**src/rtl/btn_conditioner_pkg.sv**
```systemverilog
// Shared UI-block definitions: FSM state encoding, default timing, counter sizing.
package btn_conditioner_pkg;

  typedef enum logic [1:0] {
    IDLE    = 2'd0,
    PRESSED = 2'd1,
    HELD    = 2'd2
  } btn_state_e;

  localparam int unsigned DEB_CYC_DEFAULT  = 1_000_000;
  localparam int unsigned LONG_CYC_DEFAULT = 100_000_000;
  localparam int unsigned RPT_CYC_DEFAULT  = 20_000_000;

  // Bits needed to hold 0..n inclusive; at least one bit so a zero threshold still sizes legally
  function automatic int unsigned cnt_w(input int unsigned n);
    return (n == 32'd0) ? 32'd1 : 32'($clog2(n + 32'd1));
  endfunction

endpackage

```
**src/rtl/sync_2ff.sv**
```systemverilog
// Two-flop synchronizer for a single asynchronous input bit.
module sync_2ff (
  input  logic clk,
  input  logic rst,
  input  logic d,
  output logic q
);

  logic meta;

  // First flop may go metastable; second flop gives it a cycle to settle
  always_ff @(posedge clk or posedge rst) begin
    if (rst) begin
      meta <= 1'b0;
      q    <= 1'b0;
    end else begin
      meta <= d;
      q    <= meta;
    end
  end

endmodule

```
**src/rtl/btn_conditioner.sv**
```systemverilog
// Push-button conditioner: synchronize, debounce, and derive press/release/long/repeat pulses.
// The release and repeat pulses are named release_pulse / repeat_pulse because
// release and repeat are SystemVerilog keywords.
module btn_conditioner
  import btn_conditioner_pkg::*;
#(
  parameter int unsigned DEB_CYC  = DEB_CYC_DEFAULT,
  parameter int unsigned LONG_CYC = LONG_CYC_DEFAULT,
  parameter int unsigned RPT_CYC  = RPT_CYC_DEFAULT
) (
  input  logic clk,
  input  logic rst,
  input  logic btn_in,
  output logic level,
  output logic press,
  output logic release_pulse,
  output logic long_press,
  output logic repeat_pulse
);

  localparam int unsigned DEB_W  = cnt_w(DEB_CYC);
  localparam int unsigned HOLD_W = cnt_w(LONG_CYC);
  localparam int unsigned RPT_W  = cnt_w(RPT_CYC);

  logic              btn_s;
  logic [DEB_W-1:0]  deb_cnt;
  logic [DEB_W-1:0]  deb_inc;
  logic              flip_c;
  logic              rise_c;
  logic              fall_c;

  btn_state_e        state;
  btn_state_e        state_d;
  logic [HOLD_W-1:0] hold_cnt;
  logic [HOLD_W-1:0] hold_d;
  logic [HOLD_W-1:0] hold_inc;
  logic [RPT_W-1:0]  rpt_cnt;
  logic [RPT_W-1:0]  rpt_d;
  logic [RPT_W-1:0]  rpt_inc;
  logic              long_d;
  logic              rep_d;

  sync_2ff u_sync (
    .clk (clk),
    .rst (rst),
    .d   (btn_in),
    .q   (btn_s)
  );

  // Accept a level change once btn_s has disagreed with level for DEB_CYC cycles
  always_comb begin
    deb_inc = deb_cnt + DEB_W'(1);
    flip_c  = (btn_s != level) && (deb_inc == DEB_W'(DEB_CYC));
    rise_c  = flip_c && !level;
    fall_c  = flip_c && level;
  end

  // Debounce counter, debounced level and edge pulses
  always_ff @(posedge clk or posedge rst) begin
    if (rst) begin
      deb_cnt       <= '0;
      level         <= 1'b0;
      press         <= 1'b0;
      release_pulse <= 1'b0;
    end else begin
      if ((btn_s == level) || flip_c) begin
        deb_cnt <= '0;
      end else begin
        deb_cnt <= deb_inc;
      end
      if (flip_c) begin
        level <= ~level;
      end
      press         <= rise_c;
      release_pulse <= fall_c;
    end
  end

  // FSM state, hold/repeat counters and long/repeat pulses
  always_ff @(posedge clk or posedge rst) begin
    if (rst) begin
      state        <= IDLE;
      hold_cnt     <= '0;
      rpt_cnt      <= '0;
      long_press   <= 1'b0;
      repeat_pulse <= 1'b0;
    end else begin
      state        <= state_d;
      hold_cnt     <= hold_d;
      rpt_cnt      <= rpt_d;
      long_press   <= long_d;
      repeat_pulse <= rep_d;
    end
  end

  // Next state; a level fall overrides any threshold reached in the same cycle
  always_comb begin
    state_d  = state;
    hold_d   = hold_cnt;
    rpt_d    = rpt_cnt;
    long_d   = 1'b0;
    rep_d    = 1'b0;
    hold_inc = hold_cnt + HOLD_W'(1);
    rpt_inc  = rpt_cnt + RPT_W'(1);

    if (fall_c) begin
      state_d = IDLE;
      hold_d  = '0;
      rpt_d   = '0;
    end else begin
      case (state)
        IDLE: begin
          if (rise_c) begin
            state_d = PRESSED;
            hold_d  = '0;
            rpt_d   = '0;
          end
        end
        PRESSED: begin
          if (level) begin
            hold_d = hold_inc;
            if (hold_inc == HOLD_W'(LONG_CYC)) begin
              long_d  = 1'b1;
              state_d = HELD;
              rpt_d   = '0;
            end
          end
        end
        HELD: begin
          if (level && (RPT_CYC != 32'd0)) begin
            if (rpt_inc == RPT_W'(RPT_CYC)) begin
              rep_d = 1'b1;
              rpt_d = '0;
            end else begin
              rpt_d = rpt_inc;
            end
          end
        end
        default: begin
          state_d = IDLE;
        end
      endcase
    end
  end

endmodule

```
**config.mk**
```make
export PLATFORM = sky130hd
export DESIGN_NAME = btn_conditioner
export DESIGN_NICKNAME = d
export VERILOG_FILES = /design/src/rtl/btn_conditioner_pkg.sv /design/src/rtl/sync_2ff.sv /design/src/rtl/btn_conditioner.sv
export SDC_FILE = /design/constraint.sdc
export NUM_CORES = 1
export LEC_CHECK = 0
export ABC_AREA = 1
export ABC_CLOCK_PERIOD_IN_PS = 2800
export CAP_MARGIN = 20
export CORE_MARGIN = 1.5
export CORE_UTILIZATION = 50
export DETAILED_ROUTE_END_ITERATION = 8
export GPL_TIMING_DRIVEN = 0
export HOLD_SLACK_MARGIN = 0.08
export PLACE_DENSITY = 0.66
export SLEW_MARGIN = 5
export SYNTH_ARGS = -nofsm -noshare
export SYNTH_HDL_FRONTEND = slang
export SYNTH_HIERARCHICAL = 1
export SYNTH_SLANG_ARGS = --single-unit
```
**constraint.sdc**
```tcl
create_clock -name clk -period 2.8 [get_ports clk]
set_clock_uncertainty 0.2 [all_clocks]
set_input_delay 0.42 -clock clk [delete_from_list [all_inputs] [get_ports clk]]
set_output_delay 0.42 -clock clk [all_outputs]
set_load 0.01 [all_outputs]
```
=== After elaboration in Yosys (flattened, before gate mapping) ===
Index checks and enable logic that the tools add are counted.

* Add/sub/neg operators: 3
* Equality and inequality tests: 12
* Mux-type cells: 25
* Bitwise gates (word level): 1
* Reductions and logical operators: 11

{| class="wikitable"
|+ Operators with widths
! kind !! number
|-
| two-way mux 25 bit || 6
|-
| two-way mux 27 bit || 3
|-
| one-hot mux 25 bit (3 select lines) || 1
|-
| one-hot mux 27 bit (2 select lines) || 1
|-
| adder 27 x 1 -> 27 bit, second input constant || 1
|-
| equality test 27 bit, second input constant || 1
|-
| adder 25 x 1 -> 25 bit, second input constant || 1
|-
| equality test 25 bit, second input constant || 1
|-
| adder 20 x 1 -> 20 bit, second input constant || 1
|-
| equality test 20 bit, second input constant || 1
|-
| two-way mux 20 bit || 1
|-
| != test 3 bit, second input constant || 4
|-
| two-way mux 1 bit || 8
|-
| two-way mux 2 bit || 4
|-
| one-hot mux 2 bit (3 select lines) || 1
|-
| AND reduction 5 bit || 1
|-
| AND reduction 4 bit || 1
|-
| nonzero test 4 bit || 1
|-
| logical AND 1 bit || 3
|-
| AND reduction 3 bit || 1
|-
| nonzero test 3 bit || 1
|-
| equality test 2 x 1 -> 1 bit, second input constant || 1
|-
| equality test 2 bit, second input constant || 1
|-
| zero test 2 bit || 1
|-
| 6 further kinds || 6
|}

* Register bits: 81
* Input bits: 3
* Output and inout bits: 5
* Logic and storage cells: 63

=== Depth between registers and ports, before layout ===
Gate-level depths: netlist (run 1).

* Depth in word-level cells: 7
* Mapped depth: 19
* Depth with buffers taken out: 18

=== By module ===
Netlist (run 1), hierarchy kept.

{| class="wikitable"
|+ By module, submodules not included
! module !! times used !! cells an instance !! area each (µm²)
|-
| btn_conditioner || 1 || 908 || 5,672.9
|-
| sync_2ff || 1 || 3 || 53.8
|}

=== Worst setup path after synthesis (run 1) ===
Ideal clock, no wire load.

* Kind: register to register
* Start point: register deb_cnt[0]
* End point: register rpt_cnt[0]
* Library setup time: 0.117 ns
* Arrival: 2.132 ns
* Data required time: 2.483 ns
* Setup slack: 0.351 ns
* Stages on the path, launching flop included: 18
* Buffers on the path: 1
* Clock period less this slack: 2.449 ns
* Cells stage by stage: dfrtp_1 -> ha_1 -> nand2_1 -> nor2_2 -> nand3_1 -> nand2_1 -> nand2_1 -> a21oi_1 -> nand2_1 -> nor2_2 -> nand4_2 -> nand2_1 -> nand2_2 -> nor2_4 -> nand2_2 -> buf_2 -> nand2_1 -> nand2_1

* Cells in the longest elaborated chain, start to end: 6

{| class="wikitable"
|+ Ends and longest elaborated chain
! element !! RTL line !! RTL
|-
| start: declaration || btn_conditioner.sv:26 || <nowiki>logic [DEB_W-1:0] deb_cnt;</nowiki>
|-
| start signal: assignment || btn_conditioner.sv:69 || <nowiki>deb_cnt <= deb_inc;</nowiki>
|-
| adder 20 x 1 -> 20 bit * || btn_conditioner.sv:52 || <nowiki>deb_inc = deb_cnt + DEB_W'(1);</nowiki>
|-
| equality test 20 bit * || btn_conditioner.sv:53 || <nowiki>flip_c = (btn_s != level) && (deb_inc == DEB_W'(DEB_CYC));</nowiki>
|-
| logical AND 1 bit * || btn_conditioner.sv:53 ||
|-
| logical AND 1 bit, on equally long branches || btn_conditioner.sv:55, btn_conditioner.sv:54 ||
|-
| != test 3 bit (no line) / nonzero test 4 bit (equally long branches) || n/a ||
|-
| AND reduction 5 bit (no line) || n/a ||
|-
| end signal: assignment || btn_conditioner.sv:90 || <nowiki>rpt_cnt <= rpt_d;</nowiki>
|-
| end: declaration || btn_conditioner.sv:37 || <nowiki>logic [RPT_W-1:0] rpt_cnt;</nowiki>
|}

Mark *: on every way between the ends. The rest lies on a longest branch, timed or not.
A chain may end at the register's enable or synchronous reset.

=== Worst setup path after layout (run 1) ===
* Start point: register deb_cnt[1]
* End point: register rpt_cnt[21]

Same word-level chain as after synthesis.

==> results of run 1 <==
## cells in the mapped netlist, types with 2 or more instances
cell type	instances	area (sq um)
a21oi_1	12	60.1
and3_1	2	12.5
buf_2	8	40.0
buf_6	3	33.8
clkbuf_1	3	11.3
clkinv_1	2	7.51
dfrtp_1	81	2030
ha_1	9	113
inv_1	99	372
inv_2	4	15.0
nand2_1	344	1290
nand2_2	8	50.1
nand3_1	79	395
nand3_2	2	20.0
nand3b_1	9	67.6
nand4_1	25	156
nor2_1	142	533
nor2_2	10	62.6
nor2_4	2	22.5
nor3_1	11	55.1
nor3b_1	2	15.0
o21ai_0	14	70.1
o21ai_1	13	65.1
o21bai_1	4	30.0
xnor2_1	7	61.3
xor2_1	11	96.3
## final cells by class
type                    instances  area (sq um)  share of cell area
multi-input cells             709          3540               0.513
well taps                     140           175              0.0254
repair buffers                 31           330              0.0478
clock buffers                  12           246              0.0357
inverters                     105           399              0.0578
clock inverters                 4          28.8             0.00417
flip-flops and latches         81          2040               0.295
plain buffers                  15           145              0.0210
## cell families after synthesis
group                      Yosys count
and+or+nand+nor                    639
DFF                                 81
AOI/OAI and AO/OA                   43
adders and majority gates            9
xor gates and xnor gates            18
buffers and inverters              121
## critical path: stages, from the launching register on
cell	delay (ns)
dfrtp_1	0.42
ha_4	0.20
xnor2_2	0.19
nand2_1	0.09
nor2_2	0.17
nand2_2	0.09
nor2_4	0.12
nand2_2	0.07
nor3_4	0.23
nand3_4	0.15
nand2_4	0.09
nor2_2	0.04
nor2_4	0.15
buf_6	0.13
clkbuf_16	0.13
buf_4	0.10
nand3_1	0.05
nand2_1	0.07
## metal layers
layer	vias up	wire length (um)	share of wire
li1	2945	-	-
met1	2721	7580	0.47
met3	17	1030	0.063
met4	0	240	0.015
met5	-	0	0
met2	173	7400	0.46
## metrics by stage
step                TNS (ns)  worst slack (ns)  power, uW  hold slack, ns
global placement     -113.28             -1.35       1250           0.134
finish                     0            0.0294       2380           0.130
detailed placement     -8.54            -0.421       1260           0.136
global route           -3.40            -0.138       2460           0.133
CTS                  -0.0171           -0.0105       2390           0.122
floorplan                  0             0.157       1230         -0.0388
## state kept, by name, summed over array words and instances (netlist names)
name           flops
level              1
release_pulse      1
deb_cnt           20
hold_cnt          27
state              2
u_sync/q           1
repeat_pulse       1
long_press         1
press              1
u_sync/meta        1
rpt_cnt           25
## worst max path at each step
stage,from,end,cells past startpoint
after global routing,hold_cnt[5],rpt_cnt[6],16
final,deb_cnt[1],rpt_cnt[21],17
after detailed placement,rpt_cnt[0],rpt_cnt[21],14
after floorplan,rst,deb_cnt[0],1
after CTS,deb_cnt[0],state[1],14
after global placement,rst,rpt_cnt[13],2
## cell usage in the layout (no fill, tap or decap), drive strengths merged
cell	n
nor2	154
xor2	11
nand3	81
nand2	352
buf	33
nor3b	2
nor3	12
clkinvlp	2
clkbuf	18
nand3b	9
xnor2	7
nor4b	1
nand4	26
dfrtp	81
inv	104
clkdlybuf4s50	7
ha	9
o21bai	4
o21ai	27
a21oi	12
and3	2
clkinv	3
## report_power, final
group / switching [uW] / internal, uW
Combinational: 44.2 / 20.6
Sequential: 6.63 / 1180
Clock: 507 / 626
Total: 558 / 1820
## timing repair
item | in CTS | in global routing
cloned | 0 | 3
resized for setup | 20 | 89
hold buffers | 0 | 0
pin swaps | 2 | 8
setup endpoints to repair | 49 | 52
setup buffers | 3 | 17
hold endpoints to repair | 0 | 0
==> reports/results.tsv, run 1 <==
metric	value	unit
Bufs on Longest Clock Path	2	
Non-Filler Instances	1097	
Final Cycle Share	0.989	
Seq/Total Area, Yosys	0.354	
critical path class	reg2reg	
R2R Path End	rpt_cnt[21]	
synth-to-layout area growth	20.6	%
Post-synth EDFFs	0	
vias in the first global route	5135	
Filler Cell Count	1017	
simple-gate share of the synthesized area	0.474	
CTS sink cnt	81	
met2 Use GR	0.417	
Max VDD drop	0.438	mV
synth unique cells	31	
mux cell area share after synthesis	0	
routed length per placed instance	14.8	um
Area after DPL	0.00600	sq mm
antenna violations before repair	0	
largest net degree at the start of global routing	50	
Seq cells post-synth	81	
Pins Over Slew Limit	0	
post-detail-place hpwl	11600	um
crit end category	register	
# DRC	0	
CTS tree	built	
IO buf count	7	
min cycle time layout	2.77	ns
leakage power	0.00300	uW
final hold vios	0	
GRT met3 Usage	0.0564	
Clk Latency, worst-skew pair	0.35	ns
unrepaired setup endpoints after global routing	true	
die area	0.0121	sq mm
Post-Syn Instances	911	
cell row count	38	
H-Tree Depth	3	
final global-route overflow total	0	
CP startpoint kind	register	
crit path max fanout	5	
ys flop type	dfrtp_1	
max_cap viols	0	
Worst R2R Start	deb_cnt[1]	
Root Buffer	clkbuf_16	
GRT Max-Usage Layer	met2	
initial core utilization	0.521	
reg2reg path depth	17	
share of cells above drive strength 1	0.142	
Die X	110	um
Fmax	361	MHz
first-pass GRT wire length	25200	um
asr flop ratio synth	1.00	
Min-Delay Path Class	in2async	
Setup-failing EPs final	0	
1st-pass router iterations	5	
r2r setup slk	0.03	ns
register clock-pin slew on the reported worst setup and hold paths	0.06	ns
cell area after layout	0.00691	sq mm
Worst Tran Pin Value	0.489	ns
antenna-violating nets left	0	
Max transition margin	0.674	
Cell Area, Synth	0.00573	sq mm
Vias/cell	5.34	
final core occ	0.629	
ant diodes	0	
nets	964	
yosys warns	6	
CTS Buf Count	9	
Initial DRC Count	531	
Compound-Gate Fraction of Synth Area	0.0393	
Global Route Usage Sum	0.274	
Cell Pwr Density	345	mW/mm^2
Placed Instances	1059	
Die Y	110	um
WP data required	2.89	ns
XOR/XNOR Fraction of Synth Area	0.0275	
largest family of logic cells by synthesized area	simple AND/OR/NAND/NOR gates	
syn avg cell area	6.29	sq um
final WL	16200	um
final RePlAce weighted congestion	0.985	
Worst Path Arrival	2.86	ns
CORE AREA	0.0110	sq mm
Net Count, Synth	923	
status	complete, no violations	
GR Util met1	0.384	
adder-cell share of the synthesized area	0.0197	
total number of vias	5856	
IO Count	8	
Note: power is estimated with default switching activity, not from simulation.
==> run 2, diff against run 1 <==
--- a/config.mk
+++ b/config.mk
@@ -11,6 +11,7 @@
 export CORE_MARGIN = 1.5
 export CORE_UTILIZATION = 50
 export DETAILED_ROUTE_END_ITERATION = 8
+export GPL_ROUTABILITY_DRIVEN = 0
 export GPL_TIMING_DRIVEN = 0
 export HOLD_SLACK_MARGIN = 0.08
 export PLACE_DENSITY = 0.66
==> reports/results.tsv, run 2 (synthesis gave the netlist of run 1 again) <==
metric	value	unit	change
Die Y	110	um	unchanged
Worst R2R Start	hold_cnt[7]		
Cell Pwr Density	372	mW/mm^2	+8.0%
nets	960		-0.41%
Bufs on Longest Clock Path	2		unchanged
1st-pass router iterations	6		+1
antenna-violating nets left	0		unchanged
Worst Tran Pin Value	0.586	ns	+0.0976 ns
register clock-pin slew on the reported worst setup and hold paths	0.06	ns	about the same
antenna violations before repair	0		unchanged
Post-Place Worst Slack	-0.332	ns	+0.0890 ns
Non-Filler Instances	1093		-0.36%
Tot Pwr	2570	uW	+7.8%
IO buf count	7		unchanged
IO Count	8		unchanged
commonest non-fill, non-tap cell in the layout	nand2_1		
vias in the first global route	5133		-0.039%
post-detail-place hpwl	11100	um	-4.2%
Die X	110	um	unchanged
Fmax	356	MHz	-1.2%
Min-Delay Path Class	in2async		
# DRC	0		unchanged
min cycle time layout	2.81	ns	+0.0349 ns
synth-to-layout area growth	20.4	%	
first-pass GRT wire length	24500	um	-2.8%
Setup-failing EPs final	4		+4
CTS tree	built		
initial core utilization	0.521		unchanged
Final Worst Setup Slack	-0.00545	ns	-0.0349 ns
max FFs per register	27		unchanged
CP startpoint kind	register		
crit end category	register		
routed length per placed instance	14.4	um	-2.5%
CTS Buf Count	9		unchanged
final hold vios	0		unchanged
Vias/cell	5.36		+0.38%
CTS sink cnt	81		unchanged
final global-route overflow total	0		unchanged
crit path max fanout	8		+3
total number of vias	5857		+0.017%
Worst Path Arrival	2.85	ns	about the same
commonest cells after routing, fill and taps aside	nand2_1 (322), nor2_1 (123), inv_1 (98)		
Global Route Usage Sum	0.263		-0.0108
hold slack	0.118	ns	-0.0119 ns
Critical path origin	hold_cnt[7]		
Clk Latency, worst-skew pair	0.35	ns	about the same
Final Cycle Share	1.00		+0.0124
leakage power	0.00299	uW	-0.42%
hold-fix buffers at CTS	0		unchanged
Initial DRC Count	489		-7.9%
largest net degree at the start of global routing	46		-8.0%
ant diodes	0		unchanged
CORE AREA	0.0110	sq mm	unchanged
Placed Instances	1059		unchanged
critical path class	reg2reg		
H-Tree Depth	3		unchanged
share of cells above drive strength 1	0.149		+0.00689
Max transition margin	0.609		-0.0651
status	finished with violations		
final WL	15800	um	-2.9%
Max VDD drop	0.309	mV	-29%
biggest regs	hold_cnt (27), rpt_cnt (25), deb_cnt (20)		
Pins Over Slew Limit	0		unchanged
max_cap viols	0		unchanged
Root Buffer	clkbuf_16		
unrepaired setup endpoints after global routing	true		
die area	0.0121	sq mm	unchanged
cell row count	38		unchanged
Largest Register	hold_cnt		
WP data required	2.84	ns	-0.05 ns
violated checks	setup timing		
-- run 2: changes by cell type in the layout (fill, tap and decap cells not counted), sizes merged --
cell,before,now
buf,33,29
clkbuf,18,16
clkinvlp,2,3
inv,104,105
clkinv,3,1
bufinv,0,2
-- run 2: path summary, 6_finish.rpt --
check	depth (start not counted)	slack, ns	to
min in group clk	0	0.16	u_sync/q
max in group asynchronous	3	1.48	deb_cnt[3]
worst min register to register	0	0.16	u_sync/q
worst max-delay path	16	-0.005	rpt_cnt[5]
worst min-delay path	2	0.12	u_sync/meta
worst max register to register	16	-0.005	rpt_cnt[5]
-- run 2: layout make-up --
| type | instances | area [sq um] |
|---|---|---|
| plain buffers | 15 | 153 |
| clock buffers | 10 | 239 |
| clock inverters | 6 | 91.3 |
| fillers | 988 | 4090 |
| inverters | 105 | 404 |
| multi-input cells | 709 | 3520 |
| flip-flops and latches | 81 | 2040 |
| well taps | 140 | 175 |
| repair buffers | 27 | 275 |
-- run 2: worst max-delay path: stages (launching register included) --
cell and delay, ns:
dfrtp_1 0.42, nand2_1 0.15, nor2_2 0.22, nand2_1 0.13, o21bai_1 0.22, nand2_1 0.11, nor2_1 0.12, nand3_1 0.11
nor2_1 0.11, nand3_1 0.09, nor2_2 0.17, nor2_4 0.06, nor2_4 0.16, nand2_4 0.14, clkbuf_16 0.18, nand2_1 0.05
nand2_1 0.05
-- run 2: what timing repair did --
item / 4_1_cts / 5_1_grt
gates resized for setup: 16 / 102
setup endpoints to repair: 48 / 72
pin swaps: 2 / 31
cloned: 0 / 2
buffers inserted: 3 / 14
-- run 2: metrics by stage --
step,utilization,area [sq um],TNS [ns]
2_1_floorplan,-,5730,0
3_3_place_gp,0.544,5970,-102.55
3_5_place_dp,0.546,5990,-8.25
4_1_cts,0.583,6400,0
5_1_grt,0.628,6900,-4.34
6_report,0.628,6900,-0.0168
-- run 2: power breakdown --
| group | internal [uW] | switching, uW | total [uW] |
|---|---|---|---|
| combinational | 19.2 | 43.2 | 62.4 |
| sequential | 1180 | 6.93 | 1180 |
| clock | 807 | 515 | 1320 |
-- run 2: per-layer routing --
metal	part of all wire	GRT usage	up-vias	routed length [um]
met5	0	0	-	0
met4	0.019	0.101	0	307
met3	0.070	0.0394	31	1100
met2	0.46	0.410	241	7260
met1	0.45	0.368	2648	7100
li1	-	-	2937	-
